File: config.mk
export PLATFORM = sky130hd
export DESIGN_NAME = exp_scale_seq
export DESIGN_NICKNAME = d
export VERILOG_FILES = /design/src/rtl/exp_scale_seq.sv
export SDC_FILE = /design/constraint.sdc
export NUM_CORES = 1
export LEC_CHECK = 0
export BUFFER_PORTS_ARGS = -buffer_cell sky130_fd_sc_hd__clkbuf_2
export CORE_ASPECT_RATIO = 0.75
export CORE_MARGIN = 4
export CORE_UTILIZATION = 25
export DETAILED_ROUTE_END_ITERATION = 7
export PLACE_DENSITY = 0.53
export SLEW_MARGIN = 20
export SYNTH_ARGS = -nofsm -noshare
export SYNTH_HDL_FRONTEND = slang
export SYNTH_SLANG_ARGS = --single-unit
export TNS_END_PERCENT = 100
File: constraint.sdc
create_clock -name clk -period 3.2 [get_ports clk]
set_clock_uncertainty 0.2 [all_clocks]
set_input_delay 0.16 -clock clk [delete_from_list [all_inputs] [get_ports clk]]
set_output_delay 0.16 -clock clk [all_outputs]
set_load 0.1 [all_outputs]
File: src/rtl/exp_scale_seq.sv
// Sequential e^x approximation for unsigned Q4.8 operands: a per-integer scale
// from a small table multiplied by (1+f) with a 9-step shift-and-add loop.
module exp_scale_seq (
  input  logic        clk,
  input  logic        rst,
  input  logic        in_valid,
  output logic        in_ready,
  input  logic [11:0] in_data,
  output logic        out_valid,
  input  logic        out_ready,
  output logic [11:0] out_data,
  output logic        busy
);

  typedef enum logic [1:0] {IDLE, MUL, DONE} state_t;

  state_t      state_q;
  logic [11:0] scale_q;
  logic [11:0] scale_d;
  logic [8:0]  mult_q;
  logic [20:0] acc_q;
  logic [20:0] acc_d;
  logic [20:0] addend;
  logic [3:0]  cnt_q;
  logic        out_valid_q;
  logic [11:0] out_data_q;

  // Scale is e^i in Q4.8, clamped to 2047 once e^i no longer fits usefully.
  always_comb begin
    scale_d = 12'd2047;
    case (in_data[11:8])
      4'd0:    scale_d = 12'd256;
      4'd1:    scale_d = 12'd696;
      4'd2:    scale_d = 12'd1892;
      default: scale_d = 12'd2047;
    endcase
  end

  always_comb begin
    addend = 21'd0;
    if (mult_q[cnt_q]) begin
      addend = {9'd0, scale_q} << cnt_q;
    end
    acc_d = acc_q + addend;
  end

  always_ff @(posedge clk or posedge rst) begin
    if (rst) begin
      state_q     <= IDLE;
      scale_q     <= 12'd0;
      mult_q      <= 9'd0;
      acc_q       <= 21'd0;
      cnt_q       <= 4'd0;
      out_valid_q <= 1'b0;
      out_data_q  <= 12'd0;
    end else begin
      case (state_q)
        IDLE: begin
          if (in_valid) begin
            scale_q <= scale_d;
            mult_q  <= {1'b1, in_data[7:0]};
            acc_q   <= 21'd0;
            cnt_q   <= 4'd0;
            state_q <= MUL;
          end
        end
        MUL: begin
          acc_q <= acc_d;
          cnt_q <= cnt_q + 4'd1;
          // The last step's add must land in the result, so take it from acc_d.
          if (cnt_q == 4'd8) begin
            out_data_q  <= acc_d[19:8];
            out_valid_q <= 1'b1;
            state_q     <= DONE;
          end
        end
        DONE: begin
          if (out_ready) begin
            out_valid_q <= 1'b0;
            state_q     <= IDLE;
          end
        end
        default: state_q <= IDLE;
      endcase
    end
  end

  assign in_ready  = (state_q == IDLE);
  assign busy      = (state_q != IDLE);
  assign out_valid = out_valid_q;
  assign out_data  = out_data_q;

endmodule

==> flow_summary.json, run 1 <==
{
  "cts_made_buffers": 5,
  "routedWlPerCell_um": 15.8,
  "regToRegSetupSlack_ns": -0.25,
  "avgSynthCellArea_um2": 8.82,
  "syn_to_final_growth_pct": 54.8,
  "gp_congestion": 0.950,
  "synth-edff-count": 0,
  "reg2reg_depth": 13,
  "maxCapViolCount": 0,
  "dp_hpwl_um": 8390,
  "grt_max_degree": 28,
  "grt_pass1_wl_um": 18900,
  "cts_tree": "done",
  "worstHoldPathCells": 3,
  "ys_ff_latch": 53,
  "r2r_end": "out_data[10]",
  "dr.pass1.iters": 5,
  "path_delay_family": "compound AO/OA/AOI/OAI gates",
  "grt_pass1_vias": 3570,
  "yosysSeqAreaShare_pct": 36.4,
  "setup-tns-final_ns": -3.18,
  "die_area_mm2": 0.0166,
  "grt_setup_unrepaired": "true",
  "slowest_delay_ns": 0.55,
  "crit_path_max_fanout": 6,
  "dpl_worst_slack_ns": -0.397,
  "clk_pin_slew_worst_paths_ns": 0.08,
  "tightest_slew_ns": 0.601,
  "finalMaxSlewViolations": 0,
  "synth.distinct_cells": 68,
  "grt_overflow_total": 0,
  "synth_fp_nets": 451,
  "synth_area_mm2": 0.00364,
  "setup_violations": 23,
  "finalHoldViolations": 0,
  "synthFlopType": "dfrtp_1",
  "n_antenna_cell": 0,
  "fin_ws_ns": -0.248,
  "drc": 0,
  "violations": "negative setup slack",
  "vias": 3703,
  "start_util_pct": 26.0,
  "required_ns": 3.19,
  "clock_path_buffers": 2,
  "track_usage_pct": 13.9,
  "period_share_pct": 108,
  "end_kind": "flip-flop",
  "clkSinkCount": 53,
  "die_x_um": 147,
  "yosys_warnings": 0,
  "fmax_ghz": 0.290,
  "async_flop_share_pct": 100,
  "clkLatencyLatePin_ns": 0.30,
  "critPathBufInv": 2,
  "hold_path.class": "in2reg",
  "cpMaxStageDelayCell": "mux4_2",
  "critPathLaunchType": "flip-flop",
  "r2r_start": "cnt_q[0]",
  "nets": 592,
  "fin_crit_ns": 3.45,
  "antenna_found_initial": 0,
  "core_area_mm2": 0.0140,
  "syn_inst": 413,
  "cp_cell_sequence": "mux4_2 > nand2_4 > a21oi_4 > buf_6 > buf_6 > a2bb2oi_2 > a21oi_2 > ha_4 > a21o_1 > nor2_1 > a31oi_2 > or3_1 > a32o_1",
  "crit_top_cell": "buf_6",
  "max-slew-margin-rel_pct": 59.9,
  "numPortBuffers": 30,
  "rows": 37,
  "ioPinCount": 31,
  "cts_max_level": 2,
  "min_to": "scale_q[6]",
  "ant_nets": 0,
  "outcome": "complete, but fails checks",
  "drt_wl_total_um": 11800,
  "hold_start": "in_data[9]",
  "root_buffer": "clkbuf_16",
  "die_h_um": 113,
  "path_class": "reg2reg",
  "via_per_inst": 4.94,
  "arrival_ns": 3.44,
  "drtIter0Drc": 221,
  "drive_above_1_share_pct": 43.4
}
-- cell usage after synthesis (all sizes together) (3+ instances only) --
cell type	instances	area, µm²
nand2	70	265
dfrtp	53	1330
a21oi	36	203
o21ai	34	170
nor2	22	82.6
ha	21	263
nand3	13	65.1
clkbuf	11	41.3
inv	11	41.3
xnor2	11	96.3
buf	10	57.6
a22o	8	70.1
a21o	7	60.1
nor3	7	40.0
and2	6	37.5
nand2b	6	37.5
or3	6	42.5
xor2	6	52.6
a211oi	5	42.5
nand4	5	31.3
mux2	4	45.0
nor2b	4	25.0
o211ai	4	30.0
a2111oi	3	38.8
a32o	3	30.0
and3	3	18.8
mux2i	3	30.0
mux4	3	75.1
o2111ai	3	32.5
o21a	3	22.5
o21bai	3	22.5
o22a	3	26.3
-- per-layer routing --
| layer | global-route usage (%) | part of all wire, % | vias up |
|---|---|---|---|
| met3 | 2.42 | 5.9 | 6 |
| met2 | 21.0 | 43 | 111 |
| met1 | 21.3 | 51 | 1804 |
| met5 | 0 | 0 | - |
| met4 | 1.86 | 0.54 | 0 |
| li1 | - | - | 1782 |
-- cell families (layout without fill, tap and decap cells) --
logic type	after synthesis	after routing	synth area share (%)
AOI/OAI and AO/OA	127	128	24.1
xor gates and xnor gates	17	17	4.09
adders and majority gates	22	22	7.77
buffers and inverters	33	174	3.95
DFF	53	53	36.4
muxes	10	10	4.12
and+or+nand+nor	151	151	19.5
-- registers in the layout, summed over array words and instances, names as in the netlist --
| register | flops |
|---|---|
| out_data | 12 |
| state_q | 2 |
| cnt_q | 4 |
| acc_q | 20 |
| mult_q | 9 |
| out_valid | 1 |
| scale_q | 5 |
-- worst max path at each step --
stage              endpoint  cells after the start  startpoint
3_3_place_gp   out_data[10]                     12    cnt_q[0]
3_5_place_dp   out_data[10]                     12    cnt_q[0]
5_1_grt        out_data[10]                     14    cnt_q[0]
2_1_floorplan     acc_q[16]                     15    cnt_q[0]
4_1_cts           acc_q[16]                     14    cnt_q[0]
6_report       out_data[10]                     13    cnt_q[0]
-- placed cells by master, fill, tap and decap left out, types with 14 or more instances in the layout --
| cell type | n |
|---|---|
| a21oi_1 | 19 |
| a21oi_2 | 14 |
| buf_4 | 97 |
| clkbuf_2 | 30 |
| dfrtp_1 | 51 |
| dlygate4sd3_1 | 15 |
| nand2_1 | 64 |
| nor2_1 | 18 |
| o21ai_0 | 18 |
| o21ai_1 | 14 |
-- final cells by class --
cell class                      instances  area, µm²
Fill cell                            1401       8350
Multi-Input combinational cell        328       2670
Sequential cell                        53       1330
Timing Repair Buffer                  154       1170
Tap cell                              195        244
Clock buffer                            6        139
Inverter                               12       47.5
Clock inverter                          2       37.5
-- tightest hold or removal path, cell delays in order --
cell and delay, ns:
clkbuf_2 0.08, or4_1 0.14, o21a_1 0.12
-- metrics by stage --
stage | std cells | util (%) | hold slack [ns] | instance area [µm²]
floorplan | 413 | - | 0.0654 | 3670
global placement | 705 | 33.1 | 0.0425 | 4630
detailed placement | 705 | 33.1 | 0.0547 | 4630
CTS | 732 | 36.8 | 0.0367 | 5150
global route | 750 | 40.3 | 0.0550 | 5640
finish | 750 | 40.3 | 0.0384 | 5640
-- repair_timing --
action,4_1_cts,5_1_grt
pin swaps,20,31
endpoints found under the setup margin,25,25
endpoints found under the hold margin,39,0
buffers inserted,5,17
hold buffers,15,0
cloned,0,1
gates resized for setup,37,72
Power of run 1 is not shown: default switching activity piles up to over one toggle a cycle in this logic, so the estimate is an artifact.
==> run 2: changes to the inputs <==
--- a/config.mk
+++ b/config.mk
@@ -11,6 +11,7 @@
 export CORE_UTILIZATION = 25
 export DETAILED_ROUTE_END_ITERATION = 7
 export PLACE_DENSITY = 0.53
+export SKIP_LAST_GASP = 1
 export SLEW_MARGIN = 20
 export SYNTH_ARGS = -nofsm -noshare
 export SYNTH_HDL_FRONTEND = slang
==> flow_summary.json, run 2 (synthesized netlist as in run 1, its figures left out) <==
{
  "hold_start": "in_data[9]",
  "tightest_slew_ns": 0.597,
  "critPathLaunch": "cnt_q[0]",
  "crit_top_cell": "buf_4",
  "grt_pass1_vias": 3552,
  "max-slew-margin-rel_pct": 60.2,
  "finalMaxSlewViolations": 0,
  "drc": 0,
  "fin_crit_ns": 3.44,
  "outcome": "complete, but fails checks",
  "min_to": "scale_q[6]",
  "drtIter0Drc": 258,
  "cts_tree": "done",
  "required_ns": 3.19,
  "hold_path.class": "in2reg",
  "postPlaceCellArea_mm2": 0.00463,
  "largest_register_ffs": 20,
  "ioPinCount": 31,
  "r2r_end": "out_data[10]",
  "cts_made_buffers": 5,
  "critPathLaunchType": "flip-flop",
  "period_share_pct": 107,
  "gp_congestion": 0.950,
  "fin_area_mm2": 0.00546,
  "dpl_worst_slack_ns": -0.397,
  "dr.pass1.iters": 4,
  "nets": 587,
  "dp_hpwl_um": 8390,
  "cp_cell_sequence": "buf_12 > nor2_2 > nand3_1 > buf_4 > o22a_1 > a21oi_1 > ha_1 > buf_4 > nand2_1 > nor2_1 > o2111ai_2 > a31oi_2 > or3_1 > a32o_1",
  "slowest_delay_ns": 0.46,
  "regMostFlops": "acc_q",
  "ant_nets": 0,
  "die_area_mm2": 0.0166,
  "final_core_util_pct": 39.0,
  "cts_max_level": 2,
  "core_area_mm2": 0.0140,
  "regToRegSetupSlack_ns": -0.24,
  "clkLatencyLatePin_ns": 0.30,
  "routedWlPerCell_um": 15.5,
  "fillers": 1430,
  "grt_setup_unrepaired": "true",
  "syn_to_final_growth_pct": 49.9,
  "start_util_pct": 26.0,
  "clkSinkCount": 53,
  "numPortBuffers": 30,
  "vias": 3619,
  "drive_above_1_share_pct": 40.7,
  "final_cell_mix": "buf_4, nand2_1, dfrtp_1",
  "fin_ws_ns": -0.236,
  "crit_path_max_fanout": 16,
  "antenna_found_initial": 0,
  "die_h_um": 113,
  "die_x_um": 147,
  "layout_commonest_cell": "buf_4",
  "grt_overflow_total": 0,
  "cpMaxStageDelayCell": "dfrtp_2",
  "worstHoldPathCells": 3,
  "root_buffer": "clkbuf_16",
  "finalHoldViolations": 0,
  "clock_path_buffers": 2,
  "rows": 37,
  "n_antenna_cell": 0,
  "violations": "negative setup slack",
  "grt_pass1_wl_um": 18800,
  "fmax_ghz": 0.291,
  "grt_max_degree": 28,
  "setup_violations": 22,
  "end_kind": "flip-flop",
  "holdWs_ns": 0.0392,
  "path_class": "reg2reg",
  "r2r_start": "cnt_q[0]",
  "clk_pin_slew_worst_paths_ns": 0.08,
  "reg2reg_depth": 14,
  "track_usage_pct": 13.9,
  "drt_wl_total_um": 11600,
  "via_per_inst": 4.86,
  "maxCapViolCount": 0,
  "arrival_ns": 3.42
}
run 2: cell type report:
type	instances	area (µm²)	share of cell area (%)
Multi-Input combinational cell	327	2540	46.6
Sequential cell	53	1330	24.4
Clock buffer	6	139	2.55
Tap cell	195	244	4.47
Clock inverter	2	37.5	0.688
Inverter	12	47.5	0.871
Timing Repair Buffer	150	1120	20.5
run 2: how the worst max path moves through the flow:
stage                               to  slack, ns  cells past startpoint
after detailed placement  out_data[10]      -0.40                     12
after global placement    out_data[10]      -0.32                     12
after floorplan              acc_q[16]      -0.12                     15
after global routing      out_data[10]      -0.42                     13
final                     out_data[10]      -0.24                     14
after CTS                 out_data[10]      -0.20                     12
run 2: timing repair:
action | 4_1_cts | 5_1_grt
resized for setup | 27 | 54
endpoints found under the setup margin | 25 | 27
gates cloned | 0 | 0
buffers inserted | 5 | 13
pin swaps | 20 | 17
hold buffers | 15 | 0
hold endpoints to repair | 39 | 0
run 2: metrics by stage:
step | TNS [ns] | instances
finish | -2.84 | 745
global route | -6.63 | 745
CTS | -2.82 | 732
detailed placement | -5.72 | 705
global placement | -4.94 | 705
floorplan | -0.659 | 413
run 2: per-layer routing:
layer	part of all wire, %	vias to the layer above	global-route usage, %
li1	-	1771	-
met1	52	1764	21.1
met2	43	79	20.9
met3	4.9	5	2.54
met4	0.45	0	1.86
met5	0	-	0
run 2: critical path: cells and delay by family, from the launching register on:
kind                       cells  cell delay, ns
buffers and inverters          3            0.52
AOI/OAI and AO/OA              5            0.97
adders and majority gates      1            0.34
DFF                            1            0.46
and+or+nand+nor                5            0.82
Power of run 2 is left out for the same reason.
==> run 3: changes to the inputs <==
--- a/config.mk
+++ b/config.mk
@@ -10,6 +10,7 @@
 export CORE_MARGIN = 4
 export CORE_UTILIZATION = 25
 export DETAILED_ROUTE_END_ITERATION = 7
+export MAX_ROUTING_LAYER = met4
 export PLACE_DENSITY = 0.53
 export SKIP_LAST_GASP = 1
 export SLEW_MARGIN = 20
==> flow_summary.json, run 3 (synthesized netlist as in run 1, its figures left out) <==
{
  "violations": "negative setup slack",
  "grt_max_degree": 29,
  "drive_above_1_share_pct": 45.8,
  "maxCapViolCount": 0,
  "fin_crit_ns": 3.41,
  "postPlaceCellArea_mm2": 0.00461,
  "cts_made_buffers": 5,
  "critPathLaunchType": "flip-flop",
  "nets": 591,
  "final_cell_mix": "buf_4, nand2_1, dfrtp_1",
  "finalHoldViolations": 0,
  "grt_pass1_vias": 3719,
  "vias": 3613,
  "largest_register_ffs": 20,
  "drc": 0,
  "clk_pin_slew_worst_paths_ns": 0.07,
  "r2r_end": "out_data[10]",
  "rows": 37,
  "die_x_um": 147,
  "hold_start": "in_data[9]",
  "fmax_ghz": 0.293,
  "crit_path_max_fanout": 7,
  "regMostFlops": "acc_q",
  "ant_nets": 0,
  "worstHoldPathCells": 3,
  "period_share_pct": 107,
  "clkSinkCount": 53,
  "routedWlPerCell_um": 15.8,
  "finalMaxSlewViolations": 0,
  "min_to": "scale_q[6]",
  "holdWs_ns": 0.0433,
  "required_ns": 3.19,
  "regToRegSetupSlack_ns": -0.21,
  "start_util_pct": 26.0,
  "core_area_mm2": 0.0140,
  "arrival_ns": 3.40,
  "cts_max_level": 2,
  "path_class": "reg2reg",
  "dr.pass1.iters": 4,
  "tightest_slew_ns": 0.555,
  "drt_wl_total_um": 11900,
  "numPortBuffers": 30,
  "dp_hpwl_um": 8380,
  "antenna_found_initial": 0,
  "outcome": "complete, but fails checks",
  "grt_setup_unrepaired": "true",
  "syn_to_final_growth_pct": 55.8,
  "n_antenna_cell": 0,
  "layout_commonest_cell": "buf_4",
  "drtIter0Drc": 196,
  "grt_pass1_wl_um": 19300,
  "reg2reg_depth": 13,
  "via_per_inst": 4.83,
  "max-slew-margin-rel_pct": 62.9,
  "gp_congestion": 0.941,
  "final_core_util_pct": 40.6,
  "clock_path_buffers": 2,
  "die_area_mm2": 0.0166,
  "fin_ws_ns": -0.211,
  "clkLatencyLatePin_ns": 0.30,
  "ioPinCount": 31,
  "cts_tree": "done",
  "dpl_worst_slack_ns": -0.304,
  "die_h_um": 113,
  "hold_path.class": "in2reg",
  "r2r_start": "cnt_q[0]",
  "root_buffer": "clkbuf_16",
  "setup_violations": 20,
  "grt_overflow_total": 0,
  "end_kind": "flip-flop",
  "track_usage_pct": 14.8,
  "fin_area_mm2": 0.00567
}
run 3: cell count changes in the layout (fill, tap and decap cells not counted), sizes merged:
cell         delta
buf             +4
a21o            +1
clkinv          -1
inv             +2
dlygate4sd3     -1
clkbuf          -1
clkinvlp        -1
run 3: timing repair:
| item | CTS | global route |
|---|---|---|
| pin swaps | 26 | 30 |
| gates resized for setup | 72 | 53 |
| hold buffers | 14 | 0 |
| endpoints found under the hold margin | 39 | 0 |
| setup buffers | 16 | 9 |
| endpoints found under the setup margin | 25 | 25 |
| gates cloned | 1 | 0 |
run 3: final cells by class:
cell class	count	area (µm²)
clock inverter	2	38.8
tap	195	244
inverter	12	45.0
sequential	53	1330
fill	1440	8310
clock buffer	5	125
timing repair buffer	153	1140
multi-input combinational	328	2750
run 3: how the worst max path moves through the flow:
stage	from	to	slack [ns]	depth (start not counted)
2_1_floorplan	cnt_q[0]	acc_q[16]	-0.12	15
5_1_grt	cnt_q[0]	out_data[10]	-0.32	13
3_3_place_gp	cnt_q[0]	out_data[10]	-0.31	12
4_1_cts	cnt_q[0]	out_data[10]	-0.21	12
6_report	cnt_q[0]	out_data[10]	-0.21	13
3_5_place_dp	cnt_q[0]	out_data[8]	-0.30	12
run 3: metal layers:
layer  vias to the layer above  global-route usage [%]  part of all wire (%)
li1                       1780                       -                     -
met1                      1747                    21.3                    49
met2                        72                    21.8                    44
met3                        14                    2.70                   5.9
met4                         0                    2.92                   1.1
met5                         -                       -                     0
run 3: through the flow:
stage	std cells	TNS (ns)
3_3_place_gp	703	-4.43
2_1_floorplan	413	-0.659
4_1_cts	741	-2.42
3_5_place_dp	703	-4.43
5_1_grt	748	-5.12
6_report	748	-1.91
run 3: critical path, stage by stage, from the launching register on:
cell       delay [ns]
dfrtp_2          0.45
buf_8            0.15
buf_6            0.13
buf_4            0.15
o211a_1          0.24
a211oi_2         0.28
buf_4            0.18
ha_4             0.20
a21oi_2          0.19
nand2_2          0.12
o2111ai_2        0.25
a31oi_1          0.14
or3_1            0.35
a32o_1           0.26
Power of run 3 is left out for the same reason.
